[config.mk]
export PLATFORM = sky130hd
export DESIGN_NAME = tff_count_sequencer
export DESIGN_NICKNAME = d
export VERILOG_FILES = /design/src/rtl/tff_count_sequencer.sv
export SDC_FILE = /design/constraint.sdc
export NUM_CORES = 1
export LEC_CHECK = 0
export CAP_MARGIN = 15
export CORE_MARGIN = 5
export CORE_UTILIZATION = 30
export DETAILED_ROUTE_END_ITERATION = 16
export PLACE_DENSITY = 0.51
export SYNTH_ARGS = -nofsm -noshare
export SYNTH_HDL_FRONTEND = slang
export SYNTH_SLANG_ARGS = --single-unit
[constraint.sdc]
create_clock -name Clk -period 3.8 [get_ports Clk]
set_input_delay 0.38 -clock Clk [delete_from_list [all_inputs] [get_ports Clk]]
set_output_delay 0.38 -clock Clk [all_outputs]
set_load 0.01 [all_outputs]
[src/rtl/tff_count_sequencer.sv]
// Programmable up/down counter built from a bank of toggle cells. The controller
// computes the per-bit toggle vector each cycle and sequences load/run/stop/terminal.
module tff_count_sequencer #(
    parameter int WIDTH = 4
) (
    input  logic             Clk,
    input  logic             rst,
    input  logic             start,
    input  logic             stop,
    input  logic             load,
    input  logic [WIDTH-1:0] load_val,
    input  logic [WIDTH-1:0] limit,
    input  logic             dir,
    input  logic             cont,
    output logic [WIDTH-1:0] Q,
    output logic [WIDTH-1:0] T_out,
    output logic             busy,
    output logic             tc,
    output logic             done
);

    typedef enum logic {
        IDLE = 1'b0,
        RUN  = 1'b1
    } state_t;

    state_t           state;
    logic [WIDTH-1:0] limit_r;
    logic             dir_r;
    logic             cont_r;

    logic [WIDTH-1:0] up_t;
    logic [WIDTH-1:0] dn_t;
    logic             terminal;
    logic             running;
    logic             accept_start;

    assign running      = (state == RUN);
    assign busy         = running;
    assign terminal     = dir_r ? (Q == limit_r) : (Q == '0);
    assign tc           = running && terminal;
    assign accept_start = (state == IDLE) && start && !stop;

    // Ripple of "all lower bits set" (up) or "all lower bits clear" (down).
    always_comb begin
        logic up_c;
        logic dn_c;
        // NOTE: every combinational output gets a default first so no path
        // leaves it unassigned and a latch cannot be inferred.
        up_t = '0;
        dn_t = '0;
        up_c = 1'b1;
        dn_c = 1'b1;
        for (int i = 0; i < WIDTH; i++) begin
            up_t[i] = up_c;
            dn_t[i] = dn_c;
            // NOTE: blocking assignments here are intentional: the carry is a
            // combinational temporary read back within the same pass.
            up_c    = up_c & Q[i];
            dn_c    = dn_c & ~Q[i];
        end
    end

    // Toggle vector, highest priority first; stop in RUN freezes the bank.
    always_comb begin
        T_out = '0;
        if (running && stop) begin
            T_out = '0;
        end else if (load) begin
            T_out = Q ^ load_val;
        end else if (running && terminal) begin
            if (cont_r)
                T_out = Q ^ (dir_r ? '0 : limit_r);
            else
                T_out = '0;
        end else if (running) begin
            T_out = dir_r ? up_t : dn_t;
        end
    end

    // Q only ever changes through its toggle vector.
    always_ff @(posedge Clk) begin
        if (rst) begin
            // NOTE: state is updated with non-blocking assignments so every
            // register samples pre-edge values regardless of statement order.
            state   <= IDLE;
            Q       <= '0;
            limit_r <= '0;
            dir_r   <= 1'b0;
            cont_r  <= 1'b0;
            done    <= 1'b0;
        end else begin
            Q    <= Q ^ T_out;
            done <= 1'b0;
            case (state)
                IDLE: begin
                    if (accept_start) begin
                        limit_r <= limit;
                        dir_r   <= dir;
                        cont_r  <= cont;
                        state   <= RUN;
                    end
                end
                RUN: begin
                    if (stop) begin
                        state <= IDLE;
                    end else if (!load && terminal && !cont_r) begin
                        state <= IDLE;
                        done  <= 1'b1;
                    end
                end
                default: state <= IDLE;
            endcase
        end
    end

endmodule

Yosys cells after proc, flatten, opt, wreduce, memory -nomap -nowiden

Index checks and enable logic that the tools add are counted.
Widths: inputs -> output; s select.

Equal/unequal tests: 1
Mux-type cells: 13
Bitwise operators: 11
Reductions and logical operators: 12

Operators by type and width:

| cell              | count |
|---|---|
| $mux 4            | 7 |
| $xor 4x4->4       | 3 |
| $logic_and 1x1->1 | 6 |
| $mux 1            | 5 |
| $and 1x1->1       | 4 |
| $eq 4x4->1        | 1 |
| $logic_not 4->1   | 1 |
| $not 1->1         | 4 |
| $logic_not 1->1   | 3 |
| $reduce_or 3->1   | 1 |
| $pmux 1 s2        | 1 |
| $reduce_and 2->1  | 1 |

Flip-flop bits (word level): 12
Input bits: 15
Output and inout port bits: 11
Logic and storage cells: 43

Longest topological paths before layout

Depth in word-level cells: 9
Gate-level depth with buffers: 6
Gate-level depth less buffers: 5

Least setup slack after synthesis

No wires, ideal clock.

Path kind: register to output
Start point: reg Q[1]
End point: out T_out[3]
Arrival time: 1.540 ns
Data required time: 3.420 ns
Path slack: 1.880 ns
Cell stages (with the launch flop): 7
Cells stage by stage: dfxtp_1 > buf_6 > nor4_4 > a22oi_1 > nor4_1 > nor3_1 > nor2_1

Word-level cells in the longest chain between the ends: 8
Elaborated cells on any way between the ends: 14

Ends and longest elaborated chain:

| what                      | line | source |
|---|---|---|
| start: declaration        | 15   | `output logic [WIDTH-1:0] Q,` |
| start signal: assignment  | 93   | `Q <= Q ^ T_out;` |
| $not 1->1                 | 60   | `dn_c = dn_c & ~Q[i];` |
| $and 1x1->1 (2 in series) | 60   |  |
| $mux 4                    | 77   | `T_out = dir_r ? up_t : dn_t;` |
| $mux 4                    | 76   | `end else if (running) begin` |
| $mux 4 (*)                | 71   | `end else if (running && terminal) begin` |
| $mux 4 (*)                | 69   | `end else if (load) begin` |
| $mux 4 (*)                | 67   | `if (running && stop) begin` |
| end: declaration          | 16   | `output logic [WIDTH-1:0] T_out,` |

Mark *: on every way between the ends. The rest lies on a longest branch, timed or not.

Final worst setup path

Start point: reg Q[0]
End point: out T_out[3]

The elaborated chain is that of the path after synthesis.

==> results.md <==
- The floorplan has 20 rows.
- The remaining max-slew budget at the tightest pin is 0.596.
- The number of pins exceeding their max-slew limit in the final report is 0.
- The worst path required time is 3.42 ns.
- The average size of a mapped cell is between 8 and 9 um^2.
- The share of synthesized area occupied by flip-flops and latches is 0.255.
- The fraction of synthesis flops using an asynchronous set or reset pin is 0.
- The final route contains 917 vias.
- The post-synthesis instance area is 941 um^2.
- The power per cell area is 347 nW/um^2.
- In this run the worst path has a maximum fanout of 12.
- TritonCTS built the clock tree.
- The die is 66.0 um wide.
- The net switching share of the total power is 0.349.
- The floorplan die area is 4360 um^2.
- The path category of the worst min-delay check is flip-flop to flip-flop.
- The combinational power share is 0.367.
- The initial antenna violation count is 0.
- At the later pin of the worst-skew pair, clock insertion delay measures 0.29 ns.
- The number of clock buffers added by TritonCTS is 3.
- Global routing finished with a remaining overflow of 0.
- The setup slack after placement is 1.10 ns.
- The tightest hold path in the finished design has a slack of 0.548 ns.
- The layout cell share with drive strength beyond 1 is 0.0803.
- The pin count of the biggest net entering global routing is 15.
- The longest clock path from root to sink contains 2 buffers.
- The first routing iteration left 63 violations.
- The most common cell after layout, fill and taps aside is sky130_fd_sc_hd__clkdlybuf4s50_1.
- Clock-pin slew was measured on the worst setup and hold paths at around 0.09 ns.
- The worst setup path is launched from a flip-flop.
- The post-route clock period utilization is 0.805.
- Synthesis produced a netlist with a net count of 131.
- Across the VDD grid, the largest voltage drop is 0.000230 V.
- Post-CTS timing repair inserted 0 buffers for setup.
- For this run, design rule violations remaining after detail routing come to 0.
- 0 antenna diodes ended up in the layout.
- Clock tree synthesis found a total of 12 sinks.
- Setup violations remaining at the end of the flow were counted as 0.
- Together, buffers and inverters on the worst path number 1.
- At the end of routability-driven placement, the weighted congestion stood at 0.904.
- Relative to the synthesized area, the layout overhead comes to 31.0%.
- Setup repair after global routing left no endpoint under its margin.
- The clock skew is 0.00917 ns.
- The analysis attributes to cell leakage a power of ~0.00043 uW.
- The cell count after synthesis is 116.
- The clock group share of total power is 0.255.
- The synthesis warning total is 0.
- The number of iterations in the first detailed-routing pass is 4.
- The number of buffers added on ports is 25.
- The critical path goes through nor4_4, a22oi_1, nor4_1, nor3_1, nor2_1, clkdlybuf4s50_1.
- For this design, the CTS-stage hold fixing added 0 buffers.
- The reported max-cap violation count is 0.
- The number of levels the H-tree was split into is 1.
- The kind of capture point of the worst setup path is an output port.
- The net switching component of the power is roughly 150 uW.
- The overall global routing resource usage is 0.120.
- The tree is rooted in a sky130_fd_sc_hd__clkbuf_4.
- The number of enable flip-flop cells after synthesis is 0.
- Yosys mapped the design onto 40 distinct sky130hd cell types.
- In this design, the largest share of critical-path delay is due to simple AND/OR/NAND/NOR gates.
- Once detail routing completed, the nets flagged for antenna violations numbered 0.
- The initial utilization of the core area, before any placement, comes to 0.311.
- The count of boundary I/O pins is 26.
- Counting I/O delays and the setup requirement, the final critical path takes 3.06 ns.
- The maximum operating frequency is 327 MHz.
- The arrival time at the worst endpoint is about 2.7 ns.
- The part of the total power dissipated in sequential elements is 0.378.
- In this run the standard cell core region covers 3030 um^2.
- The number of nets at the end of the flow is approximately 150.
- At the pin with the least slew margin, the transition time is 0.603 ns.
- The critical path start-end classification is flip-flop to output port.
- The cell-internal power is 278 uW.
- The flow ran to the end, and the final reports show no timing, DRC or antenna violations.
- The placed wire-length estimate after detailed placement is 1870 um.
- Leaving out fill and tap cells, the most frequent cells in the layout are sky130_fd_sc_hd__clkdlybuf4s50_1, sky130_fd_sc_hd__nor2_1, sky130_fd_sc_hd__dfxtp_1.
- The first-pass GRT wire length is 4080 um.
- Dividing the detail-routed via count by the number of cells gives 5.07.
- The count of final hold-check violations came to 0.
- The height of the chip is 66.0 um.
- The largest stage delay on the critical path is 0.54 ns.
- The most used flip-flop cell after synthesis is sky130_fd_sc_hd__dfxtp_1.
- The sum of negative setup slack is 0 ns.
- The cell with the largest stage delay on the worst path is sky130_fd_sc_hd__clkdlybuf4s50_1.
- The flip-flop and latch count after synthesis is 12.
- The wire length per cell after detailed routing is 13.9 um.
- Once the clock tree was built, the resizer swapped 0 gates to a different size.
- The number of global-route vias before repair is 858.
- The worst setup slack after layout is 0.743 ns.
- After detailed routing, the total wire length is 2510 um.
==> cells by family (layout without fill, tap and decap cells) <==
group	Yosys count	count (layout)	share of synthesized area
simple gates	45	45	0.266
compound gates	30	30	0.222
xor+xnor	12	12	0.120
flops	12	12	0.255
buf+inv	10	31	0.0612
mux	7	7	0.0758
==> cell type report <==
cell class	count	area [um^2]
fillers	328	1800
multi-input cells	94	643
repair buffers	25	250
flip-flops and latches	12	240
well taps	44	55.1
clock buffers	4	36.3
inverters	2	7.51
==> worst paths after layout <==
check / cells after the start / slack, ns / endpoint / startpoint
setup / recovery: 6 / 0.74 / T_out[3] / Q[0]$_SDFF_PP0_
hold / removal: 2 / 0.55 / limit_r[3]$_SDFFE_PP0P_ / limit_r[3]$_SDFFE_PP0P_
setup reg to reg: 5 / 1.80 / Q[3]$_SDFF_PP0_ / Q[0]$_SDFF_PP0_
hold reg to reg: 2 / 0.55 / limit_r[3]$_SDFFE_PP0P_ / limit_r[3]$_SDFFE_PP0P_
==> power by group through the flow <==
stage | Sequential, uW | Combinational [uW] | Clock (uW)
final | 162 | 157 | 109
after detailed placement | 165 | 155 | 0
after floorplan | 149 | 119 | 0
after global placement | 165 | 157 | 0
after global routing | 165 | 172 | 116
after CTS | 162 | 157 | 112
==> worst register-to-register path: cells and delay by family (launching register included) <==
family | cells | cell delay, ns
DFF | 1 | 0.49
and+or+nand+nor | 4 | 1.23
AOI/OAI and AO/OA | 1 | 0.17
==> metal layers <==
metal | vias to the layer above | track usage | routed length, um
li1 | 460 | - | -
met1 | 430 | 0.160 | 1210
met2 | 25 | 0.193 | 1140
met3 | 2 | 0.0340 | 143
met4 | 0 | 0.0228 | 19
met5 | - | 0 | 0
==> per-stage QoR <==
stage | cell area, um^2 | util | power [uW] | instances
after floorplan | 941 | - | 268 | 116
after global placement | 1200 | 0.395 | 322 | 177
after detailed placement | 1200 | 0.395 | 321 | 177
after CTS | 1230 | 0.407 | 431 | 181
after global routing | 1230 | 0.407 | 453 | 181
final | 1230 | 0.407 | 428 | 181
==> registers in the layout, summed over array words and instances, names as in the netlist <==
name / count
dir_r: 1
Q: 4
cont_r: 1
busy: 1
limit_r: 4
done: 1
==> cell usage after synthesis, types with 2 or more instances <==
master                     count  area (um^2)
sky130_fd_sc_hd__nor2_1       13         48.8
sky130_fd_sc_hd__dfxtp_1      12          240
sky130_fd_sc_hd__o21ai_0       8         40.0
sky130_fd_sc_hd__xnor2_1       8         70.1
sky130_fd_sc_hd__mux2i_1       6         60.1
sky130_fd_sc_hd__nand2_1       6         22.5
sky130_fd_sc_hd__nor2b_1       5         31.3
sky130_fd_sc_hd__nor3_1        5         25.0
sky130_fd_sc_hd__a211oi_1      4         30.0
sky130_fd_sc_hd__a21oi_1       4         20.0
sky130_fd_sc_hd__a22oi_1       4         30.0
sky130_fd_sc_hd__clkbuf_1      4         15.0
sky130_fd_sc_hd__nand3_1       3         15.0
sky130_fd_sc_hd__xor2_1        3         26.3
sky130_fd_sc_hd__and2_1        2         12.5
sky130_fd_sc_hd__and3_1        2         12.5
sky130_fd_sc_hd__buf_6         2         22.5
sky130_fd_sc_hd__inv_1         2         7.51
sky130_fd_sc_hd__nor4_1        2         12.5
No activity file was read; power rests on OpenSTA's default activity.
